<file path="src/rtl/btn_script_player_pkg.sv">
// Shared definitions for the button script player.
// Holds the op encodings, FSM state encodings, entry field widths and a
// helper that decodes an op into the three button levels.
package btn_script_player_pkg;

  // Width of the op field at the top of each script entry.
  localparam int OP_W           = 2;
  // Default width of the hold-cycle field at the bottom of each entry.
  localparam int HOLD_W_DEFAULT = 6;

  typedef enum logic [1:0] {
    OP_NOP   = 2'b00,
    OP_LEFT  = 2'b01,
    OP_RIGHT = 2'b10,
    OP_JUMP  = 2'b11
  } op_e;

  typedef enum logic [2:0] {
    ST_IDLE    = 3'd0,
    ST_LOAD    = 3'd1,
    ST_PRESS   = 3'd2,
    ST_RELEASE = 3'd3,
    ST_DONE    = 3'd4
  } state_e;

  typedef struct packed {
    logic left;
    logic right;
    logic jump;
  } btn_t;

  // At most one button is ever returned high; NOP returns all low.
  function automatic btn_t op_to_btn(op_e op);
    btn_t b;
    b = '0;
    case (op)
      OP_LEFT:  b.left  = 1'b1;
      OP_RIGHT: b.right = 1'b1;
      OP_JUMP:  b.jump  = 1'b1;
      default:  b       = '0;
    endcase
    return b;
  endfunction

endpackage

</file>
<file path="src/rtl/btn_script_player_if.sv">
// Control/status bundle between a script requester and the player.
//   start, abort                 : requester -> player
//   left_btn, right_btn, jump_btn: player -> character block (button levels)
//   busy, done, step_idx         : player status
// slave modport is used by the player, master by whoever drives it.
interface btn_script_player_if #(
  parameter int SCRIPT_LEN = 16
) ();
  localparam int IDX_W = $clog2(SCRIPT_LEN);

  logic             start;
  logic             abort;
  logic             left_btn;
  logic             right_btn;
  logic             jump_btn;
  logic             busy;
  logic             done;
  logic [IDX_W-1:0] step_idx;

  modport slave (
    input  start, abort,
    output left_btn, right_btn, jump_btn, busy, done, step_idx
  );

  modport master (
    output start, abort,
    input  left_btn, right_btn, jump_btn, busy, done, step_idx
  );
endinterface

</file>
<file path="src/rtl/btn_script_rom.sv">
// Combinational script ROM.
//   step_idx : entry index
//   entry    : {op, hold}
// With OVR_EN set, the contents come from the flattened OVR_ROM vector
// (entry i at bits [i*ENTRY_W +: ENTRY_W]); otherwise the built-in demo
// script is used: LEFT 3, JUMP 5, RIGHT 2, then end markers.
module btn_script_rom
  import btn_script_player_pkg::*;
#(
  parameter int  SCRIPT_LEN = 16,
  parameter int  HOLD_WIDTH = HOLD_W_DEFAULT,
  parameter bit  OVR_EN     = 1'b0,
  parameter logic [SCRIPT_LEN*(OP_W+HOLD_WIDTH)-1:0] OVR_ROM = '0
) (
  input  logic [$clog2(SCRIPT_LEN)-1:0] step_idx,
  output logic [OP_W+HOLD_WIDTH-1:0]    entry
);
  localparam int ENTRY_W = OP_W + HOLD_WIDTH;

  always_comb begin
    entry = '0;
    if (OVR_EN) begin
      entry = OVR_ROM[int'(step_idx)*ENTRY_W +: ENTRY_W];
    end else begin
      case (int'(step_idx))
        0:       entry = {OP_LEFT,  HOLD_WIDTH'(3)};
        1:       entry = {OP_JUMP,  HOLD_WIDTH'(5)};
        2:       entry = {OP_RIGHT, HOLD_WIDTH'(2)};
        default: entry = {OP_NOP,   HOLD_WIDTH'(0)};
      endcase
    end
  end
endmodule

</file>
<file path="src/rtl/btn_script_player.sv">
// Button script player: on a start rising edge, walks a ROM of
// {op, hold} entries and drives one button per entry for hold cycles,
// separated by GAP_CYCLES all-released cycles. An entry with hold 0
// ends the script early.
//   debug_char_clk : clock
//   sys_rst_n      : asynchronous active-low reset
//   bus (slave)    : start/abort in; registered buttons, busy, done,
//                    step_idx out
module btn_script_player
  import btn_script_player_pkg::*;
#(
  parameter int  SCRIPT_LEN = 16,
  parameter int  HOLD_WIDTH = HOLD_W_DEFAULT,
  parameter int  GAP_CYCLES = 2,
  parameter bit  OVR_EN     = 1'b0,
  parameter logic [SCRIPT_LEN*(OP_W+HOLD_WIDTH)-1:0] OVR_ROM = '0
) (
  input logic               debug_char_clk,
  input logic               sys_rst_n,
  btn_script_player_if.slave bus
);
  localparam int IDX_W   = $clog2(SCRIPT_LEN);
  localparam int ENTRY_W = OP_W + HOLD_WIDTH;
  // The LOAD cycle of the next entry is itself a released cycle, so
  // RELEASE only needs to cover the remainder of the gap.
  localparam int REL_CYC = GAP_CYCLES - 1;
  localparam int GAP_W   = $clog2(GAP_CYCLES + 1);

  state_e                state, state_nxt;
  logic [IDX_W-1:0]      step_idx, step_idx_nxt;
  logic [HOLD_WIDTH-1:0] hold_cnt, hold_cnt_nxt;
  logic [GAP_W-1:0]      gap_cnt, gap_cnt_nxt;
  op_e                   op_q, op_nxt;
  btn_t                  btn_q, btn_nxt;
  logic                  done_q, done_nxt;
  logic                  start_d;
  logic                  start_armed;
  logic                  launch;
  logic                  entry_end;
  logic [ENTRY_W-1:0]    entry;
  op_e                   rom_op;
  logic [HOLD_WIDTH-1:0] rom_hold;

  btn_script_rom #(
    .SCRIPT_LEN (SCRIPT_LEN),
    .HOLD_WIDTH (HOLD_WIDTH),
    .OVR_EN     (OVR_EN),
    .OVR_ROM    (OVR_ROM)
  ) u_rom (
    .step_idx (step_idx),
    .entry    (entry)
  );

  assign rom_op   = op_e'(entry[ENTRY_W-1 -: OP_W]);
  assign rom_hold = entry[HOLD_WIDTH-1:0];

  // start_armed stays low after reset until start has been seen low, so a
  // start level held across reset release cannot look like a fresh edge.
  assign launch = bus.start & ~start_d & start_armed;

  always_ff @(posedge debug_char_clk or negedge sys_rst_n) begin
    if (!sys_rst_n) begin
      state       <= ST_IDLE;
      step_idx    <= '0;
      hold_cnt    <= '0;
      gap_cnt     <= '0;
      op_q        <= OP_NOP;
      btn_q       <= '0;
      done_q      <= 1'b0;
      start_d     <= 1'b0;
      start_armed <= 1'b0;
    end else begin
      state       <= state_nxt;
      step_idx    <= step_idx_nxt;
      hold_cnt    <= hold_cnt_nxt;
      gap_cnt     <= gap_cnt_nxt;
      op_q        <= op_nxt;
      btn_q       <= btn_nxt;
      done_q      <= done_nxt;
      start_d     <= bus.start;
      start_armed <= start_armed | ~bus.start;
    end
  end

  always_comb begin
    state_nxt    = state;
    step_idx_nxt = step_idx;
    hold_cnt_nxt = hold_cnt;
    gap_cnt_nxt  = gap_cnt;
    op_nxt       = op_q;
    entry_end    = 1'b0;

    case (state)
      ST_IDLE: begin
        if (launch) begin
          state_nxt    = ST_LOAD;
          step_idx_nxt = '0;
        end
      end
      ST_LOAD: begin
        if (rom_hold == '0) begin
          state_nxt = ST_DONE;
        end else begin
          hold_cnt_nxt = rom_hold;
          op_nxt       = rom_op;
          state_nxt    = ST_PRESS;
        end
      end
      ST_PRESS: begin
        if (hold_cnt == HOLD_WIDTH'(1)) begin
          if (REL_CYC > 0) begin
            state_nxt   = ST_RELEASE;
            gap_cnt_nxt = GAP_W'(REL_CYC);
          end else begin
            entry_end = 1'b1;
          end
        end else begin
          hold_cnt_nxt = hold_cnt - HOLD_WIDTH'(1);
        end
      end
      ST_RELEASE: begin
        if (gap_cnt == GAP_W'(1)) begin
          entry_end = 1'b1;
        end else begin
          gap_cnt_nxt = gap_cnt - GAP_W'(1);
        end
      end
      ST_DONE: state_nxt = ST_IDLE;
      default: state_nxt = ST_IDLE;
    endcase

    // Last entry finishes the script; there is no wrap back to entry 0.
    if (entry_end) begin
      if (step_idx == IDX_W'(SCRIPT_LEN - 1)) begin
        state_nxt = ST_DONE;
      end else begin
        step_idx_nxt = step_idx + IDX_W'(1);
        state_nxt    = ST_LOAD;
      end
    end

    if (bus.abort) begin
      state_nxt    = ST_IDLE;
      step_idx_nxt = '0;
      hold_cnt_nxt = '0;
      gap_cnt_nxt  = '0;
    end

    // Outputs are registered from the next state so they line up with it.
    btn_nxt  = (state_nxt == ST_PRESS) ? op_to_btn(op_nxt) : '0;
    done_nxt = (state_nxt == ST_DONE);
  end

  assign bus.left_btn  = btn_q.left;
  assign bus.right_btn = btn_q.right;
  assign bus.jump_btn  = btn_q.jump;
  assign bus.busy      = (state != ST_IDLE);
  assign bus.done      = done_q;
  assign bus.step_idx  = step_idx;

endmodule
</file>
<file path="src/flat_wrapper.sv">
// flat-port wrapper written by rule: the top's interface ports become plain ports
module btn_script_player_flat import btn_script_player_pkg::*;
#(
  parameter int  SCRIPT_LEN = 16,
  parameter int  HOLD_WIDTH = HOLD_W_DEFAULT,
  parameter int  GAP_CYCLES = 2,
  parameter bit  OVR_EN     = 1'b0,
  parameter logic [SCRIPT_LEN*(OP_W+HOLD_WIDTH)-1:0] OVR_ROM = '0
)
  (debug_char_clk, sys_rst_n, bus_start, bus_abort, bus_left_btn, bus_right_btn, bus_jump_btn, bus_busy, bus_done, bus_step_idx);
  btn_script_player_if #(.SCRIPT_LEN(SCRIPT_LEN)) bus_i ();
  input logic debug_char_clk;
  input logic sys_rst_n;
  input wire logic [$bits(bus_i.start)-1:0] bus_start;
  input wire logic [$bits(bus_i.abort)-1:0] bus_abort;
  output wire logic [$bits(bus_i.left_btn)-1:0] bus_left_btn;
  output wire logic [$bits(bus_i.right_btn)-1:0] bus_right_btn;
  output wire logic [$bits(bus_i.jump_btn)-1:0] bus_jump_btn;
  output wire logic [$bits(bus_i.busy)-1:0] bus_busy;
  output wire logic [$bits(bus_i.done)-1:0] bus_done;
  output wire logic [$bits(bus_i.step_idx)-1:0] bus_step_idx;
  assign bus_i.start = bus_start;
  assign bus_i.abort = bus_abort;
  assign bus_left_btn = bus_i.left_btn;
  assign bus_right_btn = bus_i.right_btn;
  assign bus_jump_btn = bus_i.jump_btn;
  assign bus_busy = bus_i.busy;
  assign bus_done = bus_i.done;
  assign bus_step_idx = bus_i.step_idx;
  btn_script_player #(.SCRIPT_LEN(SCRIPT_LEN), .HOLD_WIDTH(HOLD_WIDTH), .GAP_CYCLES(GAP_CYCLES), .OVR_EN(OVR_EN), .OVR_ROM(OVR_ROM)) u_core (.debug_char_clk(debug_char_clk), .sys_rst_n(sys_rst_n), .bus(bus_i));
endmodule
</file>
<file path="config.mk">
export PLATFORM = sky130hd
export DESIGN_NAME = btn_script_player_flat
export DESIGN_NICKNAME = d
export VERILOG_FILES = /design/src/rtl/btn_script_player_pkg.sv /design/src/rtl/btn_script_player_if.sv /design/src/rtl/btn_script_rom.sv /design/src/rtl/btn_script_player.sv /design/src/flat_wrapper.sv
export SDC_FILE = /design/constraint.sdc
export NUM_CORES = 1
export LEC_CHECK = 0
export ABC_CLOCK_PERIOD_IN_PS = 1800
export CORE_ASPECT_RATIO = 1.25
export CORE_MARGIN = 5
export CORE_UTILIZATION = 45
export DETAILED_ROUTE_END_ITERATION = 10
export DONT_BUFFER_PORTS = 1
export MAX_ROUTING_LAYER = met4
export PLACE_DENSITY_LB_ADDON = 0.3
export SYNTH_ARGS = -nofsm -noshare
export SYNTH_HDL_FRONTEND = slang
export SYNTH_SLANG_ARGS = --single-unit
export TNS_END_PERCENT = 50
</file>
<file path="constraint.sdc">
create_clock -name debug_char_clk -period 1.8 [get_ports debug_char_clk]
set_input_delay 0.09 -clock debug_char_clk [delete_from_list [all_inputs] [get_ports debug_char_clk]]
set_output_delay 0.09 -clock debug_char_clk [all_outputs]
set_load 0.03 [all_outputs]
</file>
[Yosys cells after proc, flatten, opt, wreduce, memory -nomap -nowiden]
Index checks and enable logic that the tools add are counted.
Word-level totals
  flip-flop bits (word level): 23
  bits in latches: 0
  RAM bits: 0
  memory bits (read-only): 0
  output and inout port bits: 9
  logic and storage cells: 73
  memories: 0
Operators by class
  add/sub/neg operators: 3
  multipliers: 0
  div/mod/pow operators: 0
  magnitude comparators: 0
  equality and inequality tests: 17
  shift-type cells: 0
  multiplexer cells: 29
  bitwise operators: 5
  reductions and logical operators: 8
Operators by type and width (number)
  $pmux W8 S3: 1
  $mux W3: 7
  $mux W4: 5
  $mux W6: 3
  $pmux W3 S4: 1
  $pmux W6 S2: 1
  $mux W2: 5
  $eq A3 B2 Y1 const B: 3
  $ne A3 B3 Y1 const B: 3
  $reduce_bool A3 Y1: 3
  $eq A6 B1 Y1 const B: 1
  $logic_not A6 Y1: 1
  $reduce_and A3 Y1: 2
  $sub A6 B1 Y6 const B: 1
  $mux W1: 5
  $add A4 B1 Y4 const B: 1
  $eq A2 B1 Y1 const B: 2
  $eq A2 B2 Y1 const B: 2
  $eq A4 B1 Y1 const B: 1
  $eq A4 B2 Y1 const B: 1
  $eq A4 B4 Y1 const B: 1
  $logic_not A4 Y1: 1
  $pmux W2 S2: 1
  $eq A3 B1 Y1 const B: 1
  7 further kinds: 9

[Depth between registers and ports, before layout]
  word-level depth: 9
  gate-level depth with buffers: 7
  mapped depth without buffers: 7

[Hierarchy]
Synthesis repeated with hierarchy kept, for this count alone.
Unflattened totals
  cell total of the unflattened synthesis: 142
  area, all modules: 1363.8 um2
By module, submodules not included
  btn_script_player: times used 1, cells each 132, area each 1295.0 um2
  btn_script_rom: times used 1, cells each 10, area each 68.8 um2

[Least setup slack after synthesis]
OpenSTA, ideal clock, no wires.
  path kind: reg-to-reg
  start point: reg u_core.state[1]
  end point: reg u_core.state[0]
  setup time: 0.074 ns
  arrival: 1.766 ns
  required time: 1.726 ns
  setup slack: -0.040 ns
  cell stages (with the launch flop): 7
  path through: dfrtp_1 > buf_6 > or3_4 > or3_1 > buf_2 > a211o_1 > a21oi_2
On the way
  cells in the longest elaborated chain, start to end: 4
  elaborated cells between the ends (all ways): 8
RTL lines
  from (decl): line btn_script_player.sv:29  | state_e state, state_nxt;
  from (signal assigned): line btn_script_player.sv:73  | state <= state_nxt;
  $eq A3 B2 Y1 (tied with other cells): line btn_script_player.sv:93  | case (state)
  $pmux W3 S4 or $mux W1 (tied branches)
  $mux W3 (*): line btn_script_player.sv:133  | if (entry_end) begin
  $mux W3 (*): line btn_script_player.sv:142  | if (bus.abort) begin
  named net u_core.state_nxt[0]: line btn_script_player.sv:29
The timed path passes the listed nets; every way through them passes the cells marked *.
A chain may end at the register's enable or synchronous reset.

==> results.md <==
- Worst reg2reg path startpoint: u_core.state[0]$_DFF_PN0_
- Switch Pwr: approximately 290 uW
- Sw Ratio: 28.9%
- Ys flop type: dfrtp_1
- Die X: 59.2 um
- Leak: approximately 0.0007 uW
- Register-to-register setup slack: -2 ps
- Unrepaired setup endpoints after global routing: true
- Via count: 1213
- CTS clk-pin slew, worst paths: 130 ps
- Clk_lat worst skew: between 300 and 400 ps
- Worst slew pin tran: 1080 ps
- Post-Syn Nets: 157
- Critical Path RT: 2030 ps
- Synth warn: 0
- Worst Setup EP: u_core.bus.right_btn$_DFF_PN0_
- Seq/Total Area, Yosys: 42.3%
- Share of cells above drive strength 1: between 20% and 30%
- Fin nets: 175
- Max-Cap Viols: 0
- Post-synthesis cell area: 1360 um^2
- Core area: 2920 um^2
- Comb pwr share: 19.3%
- Mapped Cells: between 100 and 150
- Flop pwr share: 55.7%
- CP max stage delay: roughly 440 ps
- Clock sinks: 23
- Critical Path Sink Type: flip-flop
- Initial Utilization: 46.7%
- EDFF count, synth: 0
- Fmax: ~560 MHz
- CTS tree: done
- Clock Tree Root: clkbuf_4
- Post-Route Skew: 3.48 ps
- Post-DP HPWL: roughly 2.4 mm
- Drt initial violations: 64
- Setup crit start: u_core.state[0]$_DFF_PN0_
- Post-route setup slack: -1.73 ps
- Setup violators final: 1
- Worst hold slack: 27.9 ps
- Final Wtd Congestion: 0.821
- Num CTS Buffers: 3
- # DRC: 0
- Diodes inserted: 0
- Pwr Density: ~620 nW/um^2
- Synth area leaders: dfrtp_1 (42%), ha_1 (6.4%), inv_1 (3.0%), a21oi_1 (2.9%), nand3_1 (2.9%)
- Tmin final: 1800 ps
- Slew margin rel.: 27.7%
- Drt total wl: 3.37 mm
- I/O Pins: 13
- VDD IR-drop max: 0.423 mV
- First-pass GRT wire length: roughly 5.4 mm
- CP Cell Sequence: or3b_1, o41ai_1, o21a_1, inv_1, nor3_1
- Crit Path Category: reg2reg
- Total chip power: 991 uW
- Crit-path slowest cell: or3b_1
- Util after Layout: 55.1%
- DR WL/cell: 17.0 um
- Die area: 4230 um^2
- Hold Fails Final Rpt: 0
- CP Max Fanout: 6
- Violated checks: setup timing
- Synth top area share: a little over two fifths
- Post-synth cell types: approximately 50
- Drt first pass iters: 5
- Status: finished, violations left
- Syn avg cell area: roughly 9.3 um^2
- Total number of H-tree levels: 1
- Fin. max-slew vios: 0
- Worst R2R Path Depth: 5
- Antenna Nets Post-Route: 0
- Total Routing Usage GR: 17.2%
- Die Y: just over 70 um
- Period utilization: 100%
- Placed insts: 190
- Largest net degree at the start of global routing: 24
- Vias in the first global route: 1174
- Clk buf depth: 2
- Int Pwr: 705 uW
- Cell taking the most area after synthesis: dfrtp_1
- R2r endpoint: u_core.bus.right_btn$_DFF_PN0_
- Vias/cell: between 6 and 7
- Post-route insts no fill: 199
- FP Rows: 22
- Clock share of power: 25.1%
- Initial antenna violation count: 0
- PortBufs: 0
- Hold Path Class: in2reg
- Critical Path Source Type: flip-flop
- Asr flop ratio synth: 100%
- Worst endpoint data arrival time: 2030 ps
- Grt total ovfl: 0
- Area grow syn2layout: 18.0%
- Number of synthesized register bits: 23
[worst min-delay path by stage]
stage / startpoint / to / cells past startpoint / slack, ps
floorplan: sys_rst_n / u_core.bus.done$_DFF_PN0_ / 0 / -210
global placement: sys_rst_n / u_core.hold_cnt[4]$_DFFE_PN0P_ / 0 / -200
detailed placement: sys_rst_n / u_core.hold_cnt[4]$_DFFE_PN0P_ / 0 / -200
CTS: bus_abort / u_core.state[0]$_DFF_PN0_ / 1 / -210
global route: bus_abort / u_core.hold_cnt[2]$_DFFE_PN0P_ / 3 / 20
finish: bus_abort / u_core.hold_cnt[2]$_DFFE_PN0P_ / 3 / 30
[per-layer routing]
metal | global-route usage [%] | share of wire (%)
met5 | - | 0
met4 | 9.07 | 2.8
met3 | 2.52 | 5.0
met2 | 28.9 | 53
met1 | 19.1 | 39
[registers in the layout (all words and copies together), names as in the netlist]
register,count
u_core.op_q,2
u_core.bus.right_btn,1
u_core.bus.jump_btn,1
u_core.bus.left_btn,1
u_core.hold_cnt,6
u_core.start_d,1
u_core.bus.step_idx,4
u_core.gap_cnt,2
u_core.start_armed,1
u_core.bus.done,1
u_core.state,3
[power groups by stage]
stage                     combinational [uW]  sequential (uW)  clock (uW)
final                                    191              551         249
after CTS                                176              551         259
after floorplan                          126              556           0
after global routing                     211              555         274
after global placement                   154              559           0
after detailed placement                 156              561           0
[worst max-delay path, delay by kind of cell (launching register included)]
kind / cells / cell delay [ps]
buffers and inverters: 1 / 80
DFF: 1 / 430
and+or+nand+nor: 2 / 660
AOI/OAI and AO/OA: 2 / 540
[per-stage QoR]
| step | setup WS (ps) | setup TNS [ps] | area (um^2) |
|---|---|---|---|
| floorplan | -25.1 | -45.1 | 1370 |
| global placement | 34.1 | 0 | 1490 |
| detailed placement | 7.94 | 0 | 1490 |
| CTS | 1.99 | 0 | 1550 |
| global route | -41.3 | -209 | 1610 |
| finish | -1.73 | -1.73 | 1610 |
[layout make-up]
type                            count  area, um^2
Clock buffer                        4        26.3
Fill cell                         280        1310
Inverter                           11        41.3
Multi-Input combinational cell    104         749
Sequential cell                    23         577
Tap cell                           36        45.0
Timing Repair Buffer               21         168
[kinds of logic after synthesis]
kind of cell | count (synthesis) | synth area share, %
multiplexers | 2 | 1.47
buffers and inverters | 19 | 5.97
AO/OA/AOI/OAI | 35 | 17.9
XOR/XNOR | 1 | 0.643
AND/OR/NAND/NOR | 59 | 25.3
adder cells (fa/ha/maj) | 7 | 6.43
flip-flops | 23 | 42.3
[cells in the final DEF (no fill, tap or decap), types with 3 or more instances in the layout]
| cell type | n |
|---|---|
| dlygate4sd3_1 | 4 |
| nand2_1 | 3 |
| ha_1 | 5 |
| clkbuf_4 | 3 |
| nand3_1 | 8 |
| or3_1 | 4 |
| o32ai_1 | 3 |
| nand4_1 | 4 |
| a21oi_1 | 8 |
| inv_1 | 11 |
| nor3_1 | 7 |
| o21ai_0 | 3 |
| buf_4 | 17 |
| nand2b_1 | 5 |
| nor2_1 | 10 |
| dfrtp_1 | 22 |
[repair_timing]
action | in CTS | in global routing
setup buffers | 0 | 1
hold buffers | 3 | 1
pin swaps | 0 | 3
resized for setup | 2 | 10
endpoints found under the hold margin | 39 | 13
gates cloned | 0 | 0
setup endpoints to repair | 2 | 12
[cells in the mapped netlist, drive strengths merged, types with 2 or more instances]
master	instances
ha	7
nor3b	2
nand4	4
nand2	4
a21oi	9
buf	3
o32ai	3
o21a	2
o211ai	2
or3	6
a31oi	2
dfrtp	23
nand2b	5
o21ai	5
nand3	8
or3b	2
inv	11
nor2	10
clkbuf	5
nor3	8
mux2i	2
Power figures use the tool's default switching activity.
